[src/rtl/axil_slave_ctrl.sv]
// AXI4-Lite slave front end: independent write and read FSMs that share one
// single-cycle register port through a round-robin arbiter.
module axil_slave_ctrl #(
    parameter int ADDR_WIDTH = 32,
    parameter int DATA_WIDTH = 32,
    localparam int STRB_W    = DATA_WIDTH / 8
) (
    input  logic                  clk_i,
    input  logic                  rst_i,
    input  logic [ADDR_WIDTH-1:0] s_axi_awaddr,
    input  logic                  s_axi_awvalid,
    output logic                  s_axi_awready,
    input  logic [DATA_WIDTH-1:0] s_axi_wdata,
    input  logic [STRB_W-1:0]     s_axi_wstrb,
    input  logic                  s_axi_wvalid,
    output logic                  s_axi_wready,
    output logic [1:0]            s_axi_bresp,
    output logic                  s_axi_bvalid,
    input  logic                  s_axi_bready,
    input  logic [ADDR_WIDTH-1:0] s_axi_araddr,
    input  logic                  s_axi_arvalid,
    output logic                  s_axi_arready,
    output logic [DATA_WIDTH-1:0] s_axi_rdata,
    output logic [1:0]            s_axi_rresp,
    output logic                  s_axi_rvalid,
    input  logic                  s_axi_rready,
    input  logic                  err_awrite_i,
    input  logic                  err_write_i,
    input  logic                  err_read_i,
    output logic                  reg_wr_o,
    output logic                  reg_rd_o,
    output logic [ADDR_WIDTH-1:0] reg_addr_o,
    output logic [DATA_WIDTH-1:0] reg_wdata_o,
    output logic [STRB_W-1:0]     reg_wstrb_o,
    input  logic [DATA_WIDTH-1:0] reg_rdata_i
);

    localparam logic [1:0] W_IDLE   = 2'd0;
    localparam logic [1:0] W_ACCESS = 2'd1;
    localparam logic [1:0] W_RESP   = 2'd2;

    localparam logic [1:0] R_IDLE   = 2'd0;
    localparam logic [1:0] R_ACCESS = 2'd1;
    localparam logic [1:0] R_WAIT   = 2'd2;
    localparam logic [1:0] R_RESP   = 2'd3;

    logic [1:0]            w_state_q, w_state_d;
    logic                  aw_done_q, aw_done_d;
    logic                  w_done_q, w_done_d;
    logic                  wr_err_q, wr_err_d;
    logic                  awready_q, awready_d;
    logic                  wready_q, wready_d;
    logic [ADDR_WIDTH-1:0] waddr_q, waddr_d;
    logic [DATA_WIDTH-1:0] wdata_q, wdata_d;
    logic [STRB_W-1:0]     wstrb_q, wstrb_d;

    logic [1:0]            r_state_q, r_state_d;
    logic                  arready_q, arready_d;
    logic [ADDR_WIDTH-1:0] raddr_q, raddr_d;
    logic [DATA_WIDTH-1:0] rdata_q, rdata_d;
    logic [1:0]            rresp_q, rresp_d;

    logic                  last_wr_q, last_wr_d;
    logic                  wr_req, rd_req, wr_gnt, rd_gnt;
    logic                  aw_hs, w_hs, ar_hs;

    // Register-port arbiter; the last-grant flag only moves on contested
    // cycles, so back-to-back ties alternate regardless of lone grants between.
    always_comb begin
        wr_req    = (w_state_q == W_ACCESS) && !rst_i;
        rd_req    = (r_state_q == R_ACCESS) && !rst_i;
        wr_gnt    = wr_req && (!rd_req || !last_wr_q);
        rd_gnt    = rd_req && !wr_gnt;
        last_wr_d = last_wr_q;
        if (wr_req && rd_req) begin
            last_wr_d = wr_gnt;
        end
    end

    // Write FSM: capture AW/W in any order, strobe once, then respond.
    always_comb begin
        aw_hs     = s_axi_awvalid && awready_q;
        w_hs      = s_axi_wvalid && wready_q;
        w_state_d = w_state_q;
        aw_done_d = aw_done_q;
        w_done_d  = w_done_q;
        wr_err_d  = wr_err_q;
        waddr_d   = waddr_q;
        wdata_d   = wdata_q;
        wstrb_d   = wstrb_q;
        case (w_state_q)
            W_IDLE: begin
                if (aw_hs) begin
                    aw_done_d = 1'b1;
                    waddr_d   = s_axi_awaddr;
                    wr_err_d  = wr_err_d | err_awrite_i;
                end
                if (w_hs) begin
                    w_done_d = 1'b1;
                    wdata_d  = s_axi_wdata;
                    wstrb_d  = s_axi_wstrb;
                    wr_err_d = wr_err_d | err_write_i;
                end
                if (aw_done_d && w_done_d) begin
                    w_state_d = wr_err_d ? W_RESP : W_ACCESS;
                end
            end
            W_ACCESS: begin
                if (wr_gnt) begin
                    w_state_d = W_RESP;
                end
            end
            W_RESP: begin
                if (s_axi_bready) begin
                    w_state_d = W_IDLE;
                    aw_done_d = 1'b0;
                    w_done_d  = 1'b0;
                    wr_err_d  = 1'b0;
                    waddr_d   = '0;
                    wdata_d   = '0;
                    wstrb_d   = '0;
                end
            end
            default: w_state_d = W_IDLE;
        endcase
        awready_d = (w_state_d == W_IDLE) && !aw_done_d;
        wready_d  = (w_state_d == W_IDLE) && !w_done_d;
    end

    // Read FSM: accept AR, strobe, wait one cycle for data, then respond.
    always_comb begin
        ar_hs     = s_axi_arvalid && arready_q;
        r_state_d = r_state_q;
        raddr_d   = raddr_q;
        rdata_d   = rdata_q;
        rresp_d   = rresp_q;
        case (r_state_q)
            R_IDLE: begin
                if (ar_hs) begin
                    raddr_d = s_axi_araddr;
                    if (err_read_i) begin
                        rdata_d   = '0;
                        rresp_d   = 2'b10;
                        r_state_d = R_RESP;
                    end else begin
                        r_state_d = R_ACCESS;
                    end
                end
            end
            R_ACCESS: begin
                if (rd_gnt) begin
                    r_state_d = R_WAIT;
                end
            end
            R_WAIT: begin
                rdata_d   = reg_rdata_i;
                rresp_d   = 2'b00;
                r_state_d = R_RESP;
            end
            default: begin
                if (s_axi_rready) begin
                    r_state_d = R_IDLE;
                    raddr_d   = '0;
                    rdata_d   = '0;
                    rresp_d   = 2'b00;
                end
            end
        endcase
        arready_d = (r_state_d == R_IDLE);
    end

    // State and capture registers with synchronous reset.
    always_ff @(posedge clk_i) begin
        if (rst_i) begin
            w_state_q <= W_IDLE;
            aw_done_q <= 1'b0;
            w_done_q  <= 1'b0;
            wr_err_q  <= 1'b0;
            awready_q <= 1'b1;
            wready_q  <= 1'b1;
            waddr_q   <= '0;
            wdata_q   <= '0;
            wstrb_q   <= '0;
            r_state_q <= R_IDLE;
            arready_q <= 1'b1;
            raddr_q   <= '0;
            rdata_q   <= '0;
            rresp_q   <= 2'b00;
            last_wr_q <= 1'b0;
        end else begin
            w_state_q <= w_state_d;
            aw_done_q <= aw_done_d;
            w_done_q  <= w_done_d;
            wr_err_q  <= wr_err_d;
            awready_q <= awready_d;
            wready_q  <= wready_d;
            waddr_q   <= waddr_d;
            wdata_q   <= wdata_d;
            wstrb_q   <= wstrb_d;
            r_state_q <= r_state_d;
            arready_q <= arready_d;
            raddr_q   <= raddr_d;
            rdata_q   <= rdata_d;
            rresp_q   <= rresp_d;
            last_wr_q <= last_wr_d;
        end
    end

    // Output decode; valids and strobes are masked while reset is asserted.
    always_comb begin
        s_axi_awready = awready_q;
        s_axi_wready  = wready_q;
        s_axi_arready = arready_q;
        s_axi_bvalid  = (w_state_q == W_RESP) && !rst_i;
        s_axi_bresp   = (s_axi_bvalid && wr_err_q) ? 2'b10 : 2'b00;
        s_axi_rvalid  = (r_state_q == R_RESP) && !rst_i;
        s_axi_rdata   = rdata_q;
        s_axi_rresp   = rresp_q;
        reg_wr_o      = wr_gnt;
        reg_rd_o      = rd_gnt;
        reg_addr_o    = wr_gnt ? waddr_q : (rd_gnt ? raddr_q : '0);
        reg_wdata_o   = wr_gnt ? wdata_q : '0;
        reg_wstrb_o   = wr_gnt ? wstrb_q : '0;
    end

endmodule

[config.mk]
export PLATFORM = sky130hd
export DESIGN_NAME = axil_slave_ctrl
export DESIGN_NICKNAME = d
export VERILOG_FILES = /design/src/rtl/axil_slave_ctrl.sv
export SDC_FILE = /design/constraint.sdc
export NUM_CORES = 1
export LEC_CHECK = 0
export ABC_CLOCK_PERIOD_IN_PS = 2400
export BUFFER_PORTS_ARGS = -buffer_cell sky130_fd_sc_hd__buf_4
export CAP_MARGIN = 20
export CELL_PAD_IN_SITES_DETAIL_PLACEMENT = 1
export CELL_PAD_IN_SITES_GLOBAL_PLACEMENT = 2
export CORE_MARGIN = 2
export CORE_UTILIZATION = 27
export DETAILED_ROUTE_END_ITERATION = 12
export MAX_ROUTING_LAYER = met4
export PLACE_DENSITY_LB_ADDON = 0.1
export SLEW_MARGIN = 15
export SYNTH_ARGS = -nofsm -noshare
export SYNTH_HDL_FRONTEND = slang
export SYNTH_SLANG_ARGS = --single-unit
[constraint.sdc]
create_clock -name clk_i -period 2.4 [get_ports clk_i]
set_clock_uncertainty 0.2 [all_clocks]
set_input_delay 0 -clock clk_i [delete_from_list [all_inputs] [get_ports clk_i]]
set_output_delay 0 -clock clk_i [all_outputs]
set_load 0.01 [all_outputs]
==> impl_metrics.yaml <==
timing:
  clock.fmax_ghz: 0.439
  tns_ns: 0
  finalHoldViolations: 0
  rsz0062_at_grt: "true"
  worst_slew_pin_slew_ns: 0.660
  holdWs_ns: 0.0575
  period_needed_ns: 2.28
  finalCritPeriodShare_pct: 95.0
  slew_violations: 0
  max_slew_margin_pct: 56.0
  setup_viol: 0
route:
  firstDrtPassIters: 6
  routed-via-count: 6307
  drtIter0Drc: 278
  vias_per_cell: 4.81
  drc: 0
  ant_nets: 0
  wl_per_cell_um: 17.1
  routed_wl_um: 22400
floorplan:
  die_area_mm2: 0.0236
  io_pins: 253
  die_h_um: 154
  die_w_um: 154
  num_rows: 54
  start_util_pct: 27.7
  design.core.area_mm2: 0.0219
cells_and_area:
  final_util_pct: 46.7
  num-nets-final: 1165
  final_area_mm2: 0.0102
  final_cell_mix: "buf_4 (258), dlygate4sd3_1 (144), dfxtp_1 (143)"
  drive_above_1_share_pct: 34.8
  final_common_cell: "buf_4"
  n_antenna_cell: 0
  syn2layout_area_growth_pct: 69.0
run:
  maxCapViolCount: 0
critical_path:
  worstPathMaxFanout: 34
  crit_arrival_ns: 2.38
  start_kind: "register"
  rrSetupSlack_ns: 0.12
  critPathCaptureType: "register"
  critical_path_class: "register to register"
  ff2ff_path_depth: 7
  worstPathRequired_ns: 2.50
  timing.rr.start: "w_state_q[0]"
  r2r-end: "r_state_q[1]"
synthesis:
  synth_seq_area_share_pct: 47.6
  ys.flop_type: "dfxtp_1"
  mappedNetlistArea_mm2: 0.00605
  synth_edf_count: 0
  syn_area_per_cell_um2: 9.33
  synthCells: 649
  ys_ff_latch: 144
  synthArstFlopShare_pct: 0
  yosys_warnings: 0
  yosysUniqueCellTypes: 46
cts:
  clock_latency_ns: 0.42
  cts_tree: "built"
  clockBufferDepth: 2
  htreeDepth: 4
  numCtsBuffers: 17
  root_buffer: "clkbuf_16"
  clock_sinks: 144
  clkTransAtPathRegs_ns: 0.06
status:
  status: "finished, final reports clean"
min_path:
  hold_start: "s_axi_awvalid"
  hp-class: "input pin to register"
  hold_end: "w_state_q[1]"
  hold_path_depth: 5
pwr:
  finalPower_mw: 8.48
  p_seq_share_pct: 35.0
  intPower_mw: 5.57
  p_sw_share_pct: 34.3
  pwr-share-clk_pct: 31.9
  combinationalPowerShare_pct: 33.0
  ir_drop_mv: 0.557
  leakagePower_nw: 4.29
  power_density_mw_per_mm2: 829
  p_sw_mw: 2.91
grt:
  grt_overflow: 0
  grt_max_degree: 54
  grt_usage_pct: 19.2
  grt_pass1_vias: 6964
  grt_pass1_wl_um: 35900
  grt_antenna_before_repair: 0
placed_design:
  place_area_mm2: 0.00808
  gp_congestion: 0.752
  dp_hpwl_um: 14300
  io_buffer_count: 250
## worst max-delay path by stage
stage,slack [ns],cells after the start,end,startpoint
2_1_floorplan,0.49,6,reg_addr_o[0],r_state_q[1]
3_3_place_gp,0.23,6,reg_wdata_o[27],r_state_q[1]
3_5_place_dp,0.08,7,s_axi_rdata[31],r_state_q[0]
4_1_cts,0.03,7,reg_wdata_o[27],r_state_q[1]
5_1_grt,-0.002,7,reg_wdata_o[27],r_state_q[1]
6_report,0.12,7,r_state_q[1],w_state_q[0]
## area by class of cell
type	instances	area [µm²]
Multi-Input combinational cell	437	2780
Timing Repair Buffer	414	3590
Inverter	5	18.8
Clock inverter	13	151
Tap cell	280	350
Sequential cell	144	2880
Fill cell	2472	11700
Clock buffer	19	453
## metrics by stage
step	setup WS, ns	instances
detailed placement	0.0791	1133
finish	0.120	1312
global placement	0.230	1133
global route	-0.00231	1312
CTS	0.0347	1310
floorplan	0.489	650
## registers in the layout, indices dropped and copies added (netlist names), 2 cells and up
name,count
wstrb_q,4
waddr_q,32
w_state_q,2
r_state_q,2
raddr_q,32
wdata_q,32
s_axi_rdata,32
## critical path, cell delays in order (launching register included)
cell           delay (ns)
dfxtp_1              0.35
buf_6                0.17
inv_1                0.09
o311a_1              0.38
buf_12               0.20
nor2_2               0.13
o22ai_1              0.09
dlygate4sd3_1        0.56
## timing repair
action | 4_1_cts | 5_1_grt
pin swaps | 1 | 0
endpoints found under the setup margin | 69 | 100
hold buffers | 144 | 0
resized for setup | 4 | 8
hold endpoints to repair | 142 | 0
cloned | 0 | 1
setup buffers | 1 | 0
## logic make-up after synthesis
family	synth area share, %
buffers and inverters	7.21
flip-flops	47.6
multiplexers	0.165
AO/OA/AOI/OAI	24.5
XOR/XNOR	0.145
other	0.0619
adder cells (fa/ha/maj)	0.827
AND/OR/NAND/NOR	19.5
## layer usage
metal  part of all wire (%)  GRT usage, %
met5                      0             -
met3                    4.8          4.82
met1                     43          22.2
met2                     51          33.7
met4                    1.1          4.50
## power groups by stage
stage,registers (mW),clock network [mW],logic (mW)
after CTS,2.97,2.80,2.77
after global placement,2.99,0,2.46
final,2.97,2.71,2.80
after detailed placement,3.01,0,2.54
after floorplan,2.99,0,1.65
after global routing,3.02,2.91,3.07
## Yosys cell counts (9+ instances only)
library cell	number	area [µm²]
clkbuf_1	24	90.1
a22oi_1	79	593
nand3_1	38	190
nor2_1	90	338
and2_1	37	231
nor2_2	22	138
buf_6	17	191
a22oi_2	21	263
buf_2	12	60.1
buf_4	9	67.6
a21oi_1	39	195
dfxtp_1	144	2880
a22o_1	32	280
nand2_1	39	146
Note: power is estimated with default switching activity, not from simulation.
